==> config.mk <==
export PLATFORM = sky130hd
export DESIGN_NAME = mux_serializer_4to1
export DESIGN_NICKNAME = d
export VERILOG_FILES = /design/src/rtl/mux_serializer_4to1.sv
export SDC_FILE = /design/constraint.sdc
export NUM_CORES = 1
export LEC_CHECK = 0
export ABC_AREA = 1
export CORE_MARGIN = 2
export CORE_UTILIZATION = 30
export DETAILED_ROUTE_END_ITERATION = 6
export PLACE_DENSITY = 0.63
export REMOVE_ABC_BUFFERS = 1
export SYNTH_ARGS = -nofsm -noshare
export SYNTH_HDL_FRONTEND = slang
export SYNTH_SLANG_ARGS = --single-unit
==> constraint.sdc <==
create_clock -name clk -period 1.15 [get_ports clk]
set_input_delay 0.345 -clock clk [delete_from_list [all_inputs] [get_ports clk]]
set_output_delay 0.345 -clock clk [all_outputs]
set_load 0.05 [all_outputs]
==> src/rtl/mux_serializer_4to1.sv <==
// 4-bit parallel-to-serial converter with valid/ready on both sides.
// The bit index (out_sel) is exported so external 4:1 muxes can share the channel.
module mux_serializer_4to1 #(
  parameter int MSB_FIRST = 0
) (
  input  logic       clk,
  input  logic       rst_n,
  input  logic [3:0] in_data,
  input  logic       in_valid,
  output logic       in_ready,
  output logic       out_bit,
  output logic [1:0] out_sel,
  output logic       out_valid,
  input  logic       out_ready,
  output logic       out_last,
  output logic [7:0] word_cnt,
  output logic       o_dbg_state
);

  // Handshake rules (both ports): a transfer happens on a rising edge where
  // valid and ready are both high. The producer holds data stable while
  // valid=1 and ready=0. in_ready is combinational from out_ready so a new
  // word can be taken on the same edge that retires the last bit.

  typedef enum logic {
    ST_IDLE  = 1'b0,
    ST_SHIFT = 1'b1
  } state_t;

  localparam logic [1:0] SEL_FIRST = (MSB_FIRST != 0) ? 2'd3 : 2'd0;
  localparam logic [1:0] SEL_LAST  = (MSB_FIRST != 0) ? 2'd0 : 2'd3;

  state_t     r_state;
  state_t     w_next_state;
  logic [3:0] r_held;
  logic [1:0] r_sel;
  logic [7:0] r_word_cnt;

  logic       w_out_valid;
  logic       w_last;
  logic       w_bit_hs;
  logic       w_accept;
  logic [1:0] w_sel_step;

  assign w_out_valid = (r_state == ST_SHIFT);
  assign w_last      = w_out_valid && (r_sel == SEL_LAST);
  assign w_bit_hs    = w_out_valid && out_ready;
  assign in_ready    = (r_state == ST_IDLE) || (w_bit_hs && w_last);
  assign w_accept    = in_valid && in_ready;
  // Stepping past the last index wraps back to SEL_FIRST, so IDLE always
  // presents the first select value.
  assign w_sel_step  = (MSB_FIRST != 0) ? (r_sel - 2'd1) : (r_sel + 2'd1);

  always_comb begin
    w_next_state = r_state;
    case (r_state)
      ST_IDLE: begin
        if (w_accept) w_next_state = ST_SHIFT;
      end
      ST_SHIFT: begin
        if (w_bit_hs && w_last && !w_accept) w_next_state = ST_IDLE;
      end
      default: w_next_state = ST_IDLE;
    endcase
  end

  always_ff @(posedge clk or negedge rst_n) begin
    if (!rst_n) begin
      r_state <= ST_IDLE;
    end else begin
      r_state <= w_next_state;
    end
  end

  always_ff @(posedge clk or negedge rst_n) begin
    if (!rst_n) begin
      r_held     <= 4'd0;
      r_sel      <= SEL_FIRST;
      r_word_cnt <= 8'd0;
    end else begin
      if (w_accept) begin
        r_held <= in_data;
        r_sel  <= SEL_FIRST;
      end else if (w_bit_hs) begin
        r_sel <= w_sel_step;
      end
      if (w_bit_hs && w_last) begin
        r_word_cnt <= r_word_cnt + 8'd1;
      end
    end
  end

  assign out_valid   = w_out_valid;
  assign out_sel     = r_sel;
  assign out_last    = w_last;
  assign out_bit     = w_out_valid & r_held[r_sel];
  assign word_cnt    = r_word_cnt;
  assign o_dbg_state = r_state;

endmodule
=== After elaboration in Yosys (flattened, before gate mapping) ===
Cells that the tools add are included.

* Bits of input ports: 8
* Output and inout bits: 15
* Flip-flop bits (word level): 15

* Equal/unequal tests: 1
* Bitwise operators: 2
* Order comparisons: 1
* Add/subtract/negate cells: 2
* Multiplexer cells: 7
* Reductions and logical operators: 8

{| class="wikitable"
|+ Operators by type and width
! cell !! count
|-
| $add A8 B1 Y8 const B || 1
|-
| $logic_and A1 B1 Y1 || 5
|-
| $mux W2 || 2
|-
| $lt A2 B3 Y1 const B || 1
|-
| $mux W1 || 3
|-
| $add A2 B1 Y2 const B || 1
|-
| $bmux W1 S2 || 1
|-
| $eq A2 B2 Y1 const B || 1
|-
| $pmux W1 S2 || 1
|-
| $reduce_bool A2 Y1 || 1
|-
| $and A1 B1 Y1 || 1
|-
| $logic_not A1 Y1 || 1
|-
| $logic_or A1 B1 Y1 || 1
|-
| $not A1 Y1 || 1
|}

=== Depth between registers and ports, before layout ===
Gate-level depths: netlist of run 1.

* Depth after elaboration: 9
* Depth in mapped cells: 7
* Depth with buffers taken out: 7

=== Worst setup path before layout of run 1 ===
Ideal clock, no wire load.

* Path kind: flip-flop to output port
* Start point: register r_sel[0] (netlist: out_sel[0])
* End point: output port out_bit
* Cell stages (with the launch flop): 5
* Path buffers: 0
* Data arrival time: 2.074 ns
* Required time: 0.805 ns
* Slack: -1.269 ns
* Path through: dfrtp_1 nor2_1 nor2_1 o21ai_0 a21boi_0

* Longest elaborated chain between the ends: 3

{| class="wikitable"
|+ Ends and longest elaborated chain
! what !! RTL line !! text
|-
| start, declared || 36 || <nowiki>logic [1:0] r_sel;</nowiki>
|-
| start signal, assigned || 85 || <nowiki>r_sel <= w_sel_step;</nowiki>
|-
| $bmux W1 S2 || 96 || <nowiki>assign out_bit = w_out_valid & r_held[r_sel];</nowiki>
|-
| $mux W1 (implied by the code) || 96 ||
|-
| $and A1 B1 Y1 || 96 ||
|-
| end, declared || 11 || <nowiki>output logic out_bit,</nowiki>
|}

No other way between the ends. The select of a mux whose other input is x is not followed.

=== Worst setup path after layout of run 1 ===
Ends and elaborated chain as after synthesis.

==> metrics.txt, run 1 <==
Startpoint Class=register; clock power share=0.079; most common cell after layout, fill and taps aside=nand2_1; CTS buffer count=3; pwr/cell area=2580 mW/mm²; Final ANT Viol Nets=0; Netlist Area Pre-Place=758.2 µm²; Reg-to-Reg Start=out_sel[0]; CP peak stage delay=approximately 450 ps; proportion of synthesized area in mux cells=0; Warnings, synthesis=0; R2R depth=9; CP max stage cell=dfrtp_2; number of global-route vias before repair=724; kind of critical path=register to output pin; initial antenna violation count=0; DRT Pass-1 Iters=4; failing checks=setup timing; Critical Path, Cell by Cell=o21a_1 > o21ai_2 > a21boi_2 > buf_4 > buf_12; Worst R2R Setup Slack=-370 ps; Worst slew margin=0.6837; post-synth cell types=18; Setup crit end kind=output pin; via/cell ratio=4.470; ant diodes=0; # IOs=23; input/output buffers=22; actual slew at the worst max-slew pin=about 470 ps; Synth Area in Simple Gates=0.3086; CTS max path bufs=2; Sink Count=15; pin count of the biggest net entering global routing=16; Die Height=about 54 µm; top-area cell type share of the netlist area=0.4950; status=complete, but fails checks; internal power=2.180 mW; Max Cap Viol=0; VDD IR max=2011 µV; top cells by area, synth=dfrtp_1, nand2_1, inv_1; final worst slack=-547.9 ps; Synth Area in Compound Gates=0.05281; All-Layer GR Usage=0.1457; flops & latches, synth=15; Syn-to-layout area delta=94.22%; switching pwr=between 1.5 and 2 mW; Final Setup Violations=30; drt total wl=1.915 mm; Nets=149; busiest grt layer=met2; fillers=between 200 and 250; Post-Synth Adder-Cell Area=0.03300; worst reg2reg path endpoint=out_sel[0]; fin cells=168; Seq/Total Area, Yosys=0.4950; grt ovf=0; Placed Cells incl. Taps=150; routed length per instance=11.40 µm; first-pass GRT wire length=3.077 mm; Mapped Cells=87; skew final=around 4.3 ps; die area=0.002946 mm²; Hold Buf Count CTS=0; unrepaired setup endpoints after global routing=yes; largest family of logic cells by synthesized area=simple AND/OR/NAND/NOR gates; routed via count=751; XOR/XNOR Fraction of Synth Area=0.04620; HP Class=primary input to asynchronous set/reset pin; met2 Use GR=0.2691; clock slew at reported path FFs=90 ps; Min Clock Period, post-route=1698 ps; commonest cells after routing, fill and taps aside=nand2_1, buf_4, buf_12, inv_1, dfrtp_1; Die X=roughly 54 µm; Gate power share=0.694; CTS tree=yes; Pleak=0.7155 nW; Initial Util=0.3117; Root Driver=clkbuf_4; DR iter-0 viols=11; drt drc=0; Switching Share=0.4264; GRT met1 Usage=0.1709; Slew Limit Fails=0; Mapped Avg Cell Area=between 8 and 9 µm²; Flop pwr share=0.227; HPWL Detailed=approximately 1.3 mm; # rows=18; Peak Freq=588.9 MHz; RD Place Congestion=0.7785; WP data arrival=between 1000 and 1500 ps; layout cells sized above 1=0.4783; worst path required time=810 ps; Tcrit/Tclk final=1.476; met3 Use GR=0.02732; Worst-Skew Late Latency=280 ps; CTS H-Tree Depth=1; core area=0.002432 mm²; area leader, netlist=dfrtp_1; CP max FO=5; Hold Fails Final Rpt=0; hold slack final=373.5 ps
==> state kept, by name, indices dropped and copies added (netlist names) <==
| signal | count |
|---|---|
| r_held | 4 |
| o_dbg_state | 1 |
| out_sel | 2 |
| word_cnt | 8 |
==> per-layer routing <==
layer / up-vias / part of all wire
met5: - / 0
met2: 21 / 0.56
met1: 354 / 0.39
li1: 376 / -
met3: 0 / 0.046
met4: 0 / 0
==> cell usage after synthesis, drive strengths merged <==
master	count
inv	11
o21ai	5
nand4	4
xor2	2
a21boi	1
nand2	29
buf	1
xnor2	2
dfrtp	15
o21a	1
nor2	6
nand3	8
ha	2
==> repair_timing <==
action,CTS,global route
buffers inserted,11,3
endpoints found under the setup margin,29,30
pin swaps,7,3
gates resized for setup,21,6
==> final cells by class <==
class                      count  area (µm²)  share of cell area
timing repair buffer          48       596.8              0.4053
multi-input combinational     60       386.6              0.2625
sequential                    15       382.9              0.2600
inverter                      11       41.29             0.02804
tap                           30       37.54             0.02549
clock buffer                   3       22.52             0.01529
clock inverter                 1       5.005            0.003398
==> stage by stage <==
step	worst slack (ps)	utilization	total power [mW]	setup TNS, ps	instance area [µm²]
after floorplan	-1450	-	1.820	-13490	750.7
after global placement	-426.7	0.5185	3.039	-6108	1261
after detailed placement	-452.7	0.5185	3.069	-6476	1261
after CTS	-564.0	0.5849	3.680	-6054	1423
after global routing	-592.1	0.6055	4.017	-8407	1473
final	-547.9	0.6055	3.800	-7119	1473
==> power by group through the flow <==
stage | Sequential, mW | Clock [mW] | Combinational (mW)
3_3_place_gp | 0.889 | 0 | 2.15
2_1_floorplan | 1.24 | 0 | 0.579
4_1_cts | 0.858 | 0.316 | 2.51
5_1_grt | 0.880 | 0.344 | 2.79
6_report | 0.864 | 0.301 | 2.64
3_5_place_dp | 0.896 | 0 | 2.17
==> worst max-delay path, delay by kind of cell, from the launching register on <==
| kind | cells | cell delay, ps |
|---|---|---|
| AOI/OAI and AO/OA | 3 | 340 |
| DFF | 1 | 450 |
| buffers and inverters | 2 | 280 |
==> worst max path at each step <==
| stage | from | end | slack, ps |
|---|---|---|---|
| global placement | out_ready | in_ready | -430 |
| CTS | out_sel[0] | out_bit | -560 |
| floorplan | o_dbg_state | out_bit | -1450 |
| finish | out_sel[0] | out_bit | -550 |
| global route | out_sel[0] | out_bit | -590 |
| detailed placement | out_ready | word_cnt[7] | -450 |
==> kinds of logic (layout without fill, tap and decap cells) <==
family / Yosys count / in the layout
AO/OA/AOI/OAI: 7 / 7
buffers and inverters: 12 / 63
adder cells (fa/ha/maj): 2 / 2
AND/OR/NAND/NOR: 47 / 47
XOR/XNOR: 4 / 4
flip-flops: 15 / 15
Power figures use the tool's default switching activity.
==> inputs of run 2 (changes only) <==
--- a/config.mk
+++ b/config.mk
@@ -6,7 +6,7 @@
 export NUM_CORES = 1
 export LEC_CHECK = 0
 export ABC_AREA = 1
-export CORE_MARGIN = 2
+export CORE_MARGIN = 5
 export CORE_UTILIZATION = 30
 export DETAILED_ROUTE_END_ITERATION = 6
 export PLACE_DENSITY = 0.63
==> run 2 against run 1 <==
Compared with the run above: the flow still finishes with violations (setup timing); critical endpoint is now in_ready; sequential cell count is the same; critical path depth is the same; worst hold slack gained 20 ps; final cell count grew 0.60%.
==> metrics.txt, run 2 (synthesis results as in run 1) <==
drt drc=0 (unchanged); failing checks=setup timing; Nets=150 (+0.67%); # rows=18 (unchanged); Setup WS pre-CTS=-459.1 ps (-6.367 ps); fin util=0.6009 (-0.004536); WP data arrival=1350 ps (about the same); Reg-to-Reg Start=out_sel[0]; DR iter-0 viols=4 (-7); most common cell after layout, fill and taps aside=nand2_1; CTS max path bufs=2 (unchanged); ant diodes=0 (unchanged); CTS H-Tree Depth=1 (unchanged); All-Layer GR Usage=0.1236 (-0.02204); internal power=2.213 mW (+1.5%); Worst R2R Setup Slack=-340 ps (+30 ps); HPWL Detailed=1.447 mm (+12%); drt total wl=1.910 mm (-0.26%); via/cell ratio=4.556 (+1.9%); Critical path origin=out_sel[0]; routed length per instance=11.30 µm (-0.85%); Setup crit end kind=output pin; Sink Count=15 (unchanged); DRT Pass-1 Iters=2 (-2); core area=0.002455 mm² (+0.93%); Final ANT Viol Nets=0 (unchanged); Initial Util=0.3089 (-0.002860); actual slew at the worst max-slew pin=445.6 ps (-23.81 ps); Die Height=60.28 µm (+11%); R2R depth=9 (unchanged); Syn-to-layout area delta=94.55%; status=complete, but fails checks; clock slew at reported path FFs=90 ps (about the same); pin count of the biggest net entering global routing=16 (unchanged); initial antenna violation count=0 (unchanged); number of global-route vias before repair=824 (+14%); Critical Path, Cell by Cell=buf_4 > ha_4 > nand3_4 > nand2_4 > buf_12; RD Place Congestion=0.7618 (-2.1%); clock power share=0.078 (about the same); final worst slack=-544.1 ps (+3.802 ps); hold slack final=393.8 ps (+20.28 ps); layout cells sized above 1=0.4388 (-0.03941); Startpoint Class=register; grt ovf=0 (unchanged); Worst setup endpoint=in_ready; VDD IR max=1542 µV (-23%); Gate power share=0.692 (-0.002); unrepaired setup endpoints after global routing=yes; first-pass GRT wire length=3.305 mm (+7.4%); worst path required time=810 ps (about the same); Max Cap Viol=0 (unchanged); die area=0.003633 mm² (+23%); CP max FO=6 (+1); Root Driver=clkbuf_4; worst reg2reg path endpoint=word_cnt[5]; input/output buffers=22 (unchanged); skew final=6.927 ps (+2.639 ps); Worst-Skew Late Latency=280 ps (about the same); Largest register FFs=8 (unchanged); Min Clock Period, post-route=1694 ps (-3.802 ps); # IOs=23 (unchanged); commonest cells after routing, fill and taps aside=nand2_1, buf_4, buf_12, inv_1, dfrtp_1; Final Setup Violations=30 (unchanged); Worst slew margin=0.6998 (+0.01604); kind of critical path=register to output pin; CP max stage cell=dfrtp_2; Flop pwr share=0.230 (+0.003); Switching Share=0.4159 (-0.01053); CTS tree=yes; HP Class=primary input to asynchronous set/reset pin; pwr/cell area=2568 mW/mm² (-0.49%); routed via count=770 (+2.5%); Peak Freq=590.3 MHz (+0.22%); Pleak=0.7187 nW (+0.44%); Hold Buf Count CTS=0 (unchanged); Die X=60.28 µm (+11%); CTS buffer count=3 (unchanged); switching pwr=1.575 mW (-2.8%); Hold Fails Final Rpt=0 (unchanged); Slew Limit Fails=0 (unchanged); CP peak stage delay=450 ps (about the same); Tcrit/Tclk final=1.473 (-0.003306)
-- run 2: cell types whose count changed in the layout (fill, tap and decap cells not counted), sizes merged --
cell    delta
buf        +1
clkbuf     +1
clkinv     -1
-- run 2: how the worst min path moves through the flow --
stage	slack (ps)	to	from	cells past startpoint
floorplan	50	o_dbg_state	rst_n	0
global placement	460	r_held[3]	r_held[3]	2
detailed placement	460	r_held[3]	r_held[3]	2
CTS	380	word_cnt[6]	rst_n	2
global route	390	word_cnt[6]	rst_n	2
finish	390	word_cnt[6]	rst_n	2
-- run 2: per-stage QoR --
stage / std cells / total power, mW / area, µm² / setup TNS, ps
after floorplan: 86 / 1.820 / 750.7 / -13490
after global placement: 149 / 3.028 / 1266 / -5995
after detailed placement: 149 / 3.056 / 1266 / -6491
after CTS: 164 / 3.609 / 1400 / -5327
after global routing: 169 / 4.017 / 1475 / -8206
final: 169 / 3.788 / 1475 / -6371
-- run 2: final cells by class --
cell class,instances,area [µm²]
Fill cell,223,979.7
Tap cell,30,37.54
Sequential cell,15,384.1
Multi-Input combinational cell,60,365.4
Inverter,11,41.29
Clock buffer,4,26.28
Timing Repair Buffer,49,620.6
-- run 2: repair_timing --
item | CTS | global route
buffers inserted | 11 | 5
endpoints found under the setup margin | 30 | 30
pin swaps | 2 | 6
resized for setup | 13 | 10
-- run 2: power by group through the flow --
stage,clock (mW),combinational (mW),sequential (mW)
detailed placement,0,2.16,0.892
global route,0.331,2.79,0.896
floorplan,0,0.579,1.24
global placement,0,2.14,0.884
CTS,0.316,2.44,0.855
finish,0.295,2.62,0.871
-- run 2: layer usage --
metal / track usage / up-vias / share of wire
met5: 0 / - / 0
met3: 0.03672 / 2 / 0.069
met4: 0.04747 / 0 / 0.0084
met1: 0.1265 / 362 / 0.38
met2: 0.2315 / 21 / 0.54
li1: - / 385 / -
-- run 2: critical path: cells and delay by family (launching register included) --
family        cells  cell delay (ps)
buf+inv           2              300
simple gates      2              150
flops             1              450
fa+ha+maj         1              170
==> inputs of run 3 (changes only) <==
--- a/config.mk
+++ b/config.mk
@@ -7,9 +7,10 @@
 export LEC_CHECK = 0
 export ABC_AREA = 1
 export CORE_MARGIN = 5
-export CORE_UTILIZATION = 30
+export CORE_UTILIZATION = 40
+export CTS_CLUSTER_SIZE = 24
 export DETAILED_ROUTE_END_ITERATION = 6
-export PLACE_DENSITY = 0.63
+export PLACE_DENSITY = 0.79
 export REMOVE_ABC_BUFFERS = 1
 export SYNTH_ARGS = -nofsm -noshare
 export SYNTH_HDL_FRONTEND = slang
==> run 3 against run 2 <==
Compared with the run above: the run still ends with setup timing left; critical path depth shrank 1; cell area down 5.2%; sequential cell count is the same; maximum frequency rose by 2.3%; worst hold slack got worse by 25 ps; final cell count is 5.3% lower; global-route usage is 5.1 points higher; utilization rose by 19 points; sequential share of layout area increased by 1.2 points; critical path type unchanged; largest cell class unchanged; largest power group unchanged.
==> metrics.txt, run 3 (synthesis results as in run 1) <==
status=complete, but fails checks; failing checks=setup timing; Gate power share=0.680 (-0.012); final worst slack=-505.9 ps (+38.26 ps); Multi-input gate area=342.8 µm² (-6.2%); routed via count=790 (+2.6%); Pleak=0.7038 nW (-2.1%); Slew Limit Fails=0 (unchanged); internal power=2.068 mW (-6.5%); core area=0.001764 mm² (-28%); fillers=112 (-50%); routed length per instance=13.49 µm (+19%); Worst slew margin=0.7748 (+0.07507); Setup WS pre-CTS=-474.7 ps (-15.65 ps); Max Cap Viol=0 (unchanged); All-Layer GR Usage=0.1750 (+0.05142); pin count of the biggest net entering global routing=16 (unchanged); # rows=15 (-3); FF/Latch Area=381.6 µm² (-0.65%); VDD IR max=2376 µV (+54%); Die Height=53.54 µm (-11%); grt ovf=0 (unchanged); Overall Power=3.660 mW (-3.4%); CTS H-Tree Depth=1 (unchanged); CP max FO=5 (-1); switching pwr=1.592 mW (+1.1%); Final Setup Violations=29 (-3.3%); Critical Path, Cell by Cell=ha_2 > nand3_4 > nand2_2 > buf_12; number of global-route vias before repair=830 (+0.73%); WP data arrival=1310 ps (-40 ps); via/cell ratio=4.938 (+8.4%); Hold Buf Count CTS=0 (unchanged); Worst-Skew Late Latency=290 ps (about the same); Setup crit end kind=output pin; Root Driver=clkbuf_4; layout cells sized above 1=0.4148 (-0.02403); Final ANT Viol Nets=0 (unchanged); HPWL Detailed=1.463 mm (+1.1%); Tcrit/Tclk final=1.440 (-0.03327); RD Place Congestion=0.8476 (+11%); clock power share=0.083 (+0.005); most common cell after layout, fill and taps aside=nand2_1; HP Class=primary input to asynchronous set/reset pin; # IOs=23 (unchanged); Switching Share=0.4350 (+0.01911); DRT Pass-1 Iters=4 (+2); Largest register FFs=8 (unchanged); fin cells=160 (-5.3%); drt drc=0 (unchanged); Placed Cells incl. Taps=145 (-2.7%); unrepaired setup endpoints after global routing=yes; Min Clock Period, post-route=1656 ps (-38.26 ps); ant diodes=0 (unchanged); Sink Count=15 (unchanged); initial antenna violation count=0 (unchanged); pwr/cell area=2617 mW/mm² (+1.9%); kind of critical path=register to output pin; drt total wl=2.159 mm (+13%); first-pass GRT wire length=3.615 mm (+9.4%); Peak Freq=603.9 MHz (+2.3%); Hold Fails Final Rpt=0 (unchanged); CP peak stage delay=460 ps (about the same); Syn-to-layout area delta=84.49%; clock slew at reported path FFs=90 ps (about the same); skew final=4.079 ps (-2.848 ps); fin util=0.7929 (+0.1920); Worst R2R Setup Slack=-280 ps (+60 ps); R2R depth=7 (-2); CTS max path bufs=2 (unchanged); Nets=146 (-2.7%); worst path required time=810 ps (about the same); Initial Util=0.4298 (+0.1209); CP max stage cell=dfrtp_2; Flop pwr share=0.237 (+0.007); actual slew at the worst max-slew pin=335.5 ps (-110.1 ps); commonest cells after routing, fill and taps aside=nand2_1, buf_4, buf_12, inv_1, dfrtp_1; DR iter-0 viols=18 (+14); die area=0.002867 mm² (-21%); Die X=53.54 µm (-11%); Startpoint Class=register; CTS buffer count=3 (unchanged); CTS tree=yes; input/output buffers=22 (unchanged)
[run 3: power by group through the flow]
stage / clock network, mW / logic [mW] / registers, mW
finish: 0.304 / 2.49 / 0.866
global route: 0.347 / 2.62 / 0.880
CTS: 0.310 / 2.45 / 0.844
detailed placement: 0 / 2.18 / 0.888
global placement: 0 / 2.15 / 0.880
floorplan: 0 / 0.579 / 1.24
[run 3: area by class of cell]
class | instances | area share
repair buffers | 45 | 0.4106
clock inverters | 1 | 0.003578
multi-input cells | 60 | 0.2451
clock buffers | 3 | 0.01610
flip-flops and latches | 15 | 0.2728
well taps | 25 | 0.02236
inverters | 11 | 0.02952
[run 3: per-stage QoR]
step	TNS (ps)	hold slack [ps]	cell area (µm²)
3_3_place_gp	-6014	455.3	1255
6_report	-5650	368.5	1399
5_1_grt	-7369	377.2	1399
2_1_floorplan	-13490	49.41	750.7
4_1_cts	-6315	369.1	1385
3_5_place_dp	-6724	464.5	1255
[run 3: routing by layer]
layer	part of all wire	vias up	track usage
li1	-	377	-
met1	0.38	374	0.1759
met2	0.54	32	0.3347
met3	0.066	7	0.06648
met4	0.013	0	0.04255
met5	0	-	0
[run 3: worst paths after layout]
check                           startpoint           to
worst max-delay path            out_sel[0]     in_ready
worst min-delay path                 rst_n  word_cnt[2]
worst max register to register  out_sel[0]   out_sel[1]
worst min register to register   r_held[3]    r_held[3]
max in group asynchronous            rst_n   out_sel[0]
min in group clk                 r_held[3]    r_held[3]
[run 3: timing repair]
action,4_1_cts,5_1_grt
resized for setup,12,6
pin swaps,3,2
hold endpoints to repair,0,0
endpoints found under the setup margin,30,30
setup buffers,12,1
[run 3: critical path, delay by kind of cell, from the launching register on]
kind / cells / cell delay [ps]
buffers and inverters: 1 / 150
flip-flops: 1 / 460
AND/OR/NAND/NOR: 2 / 180
adder cells (fa/ha/maj): 1 / 230
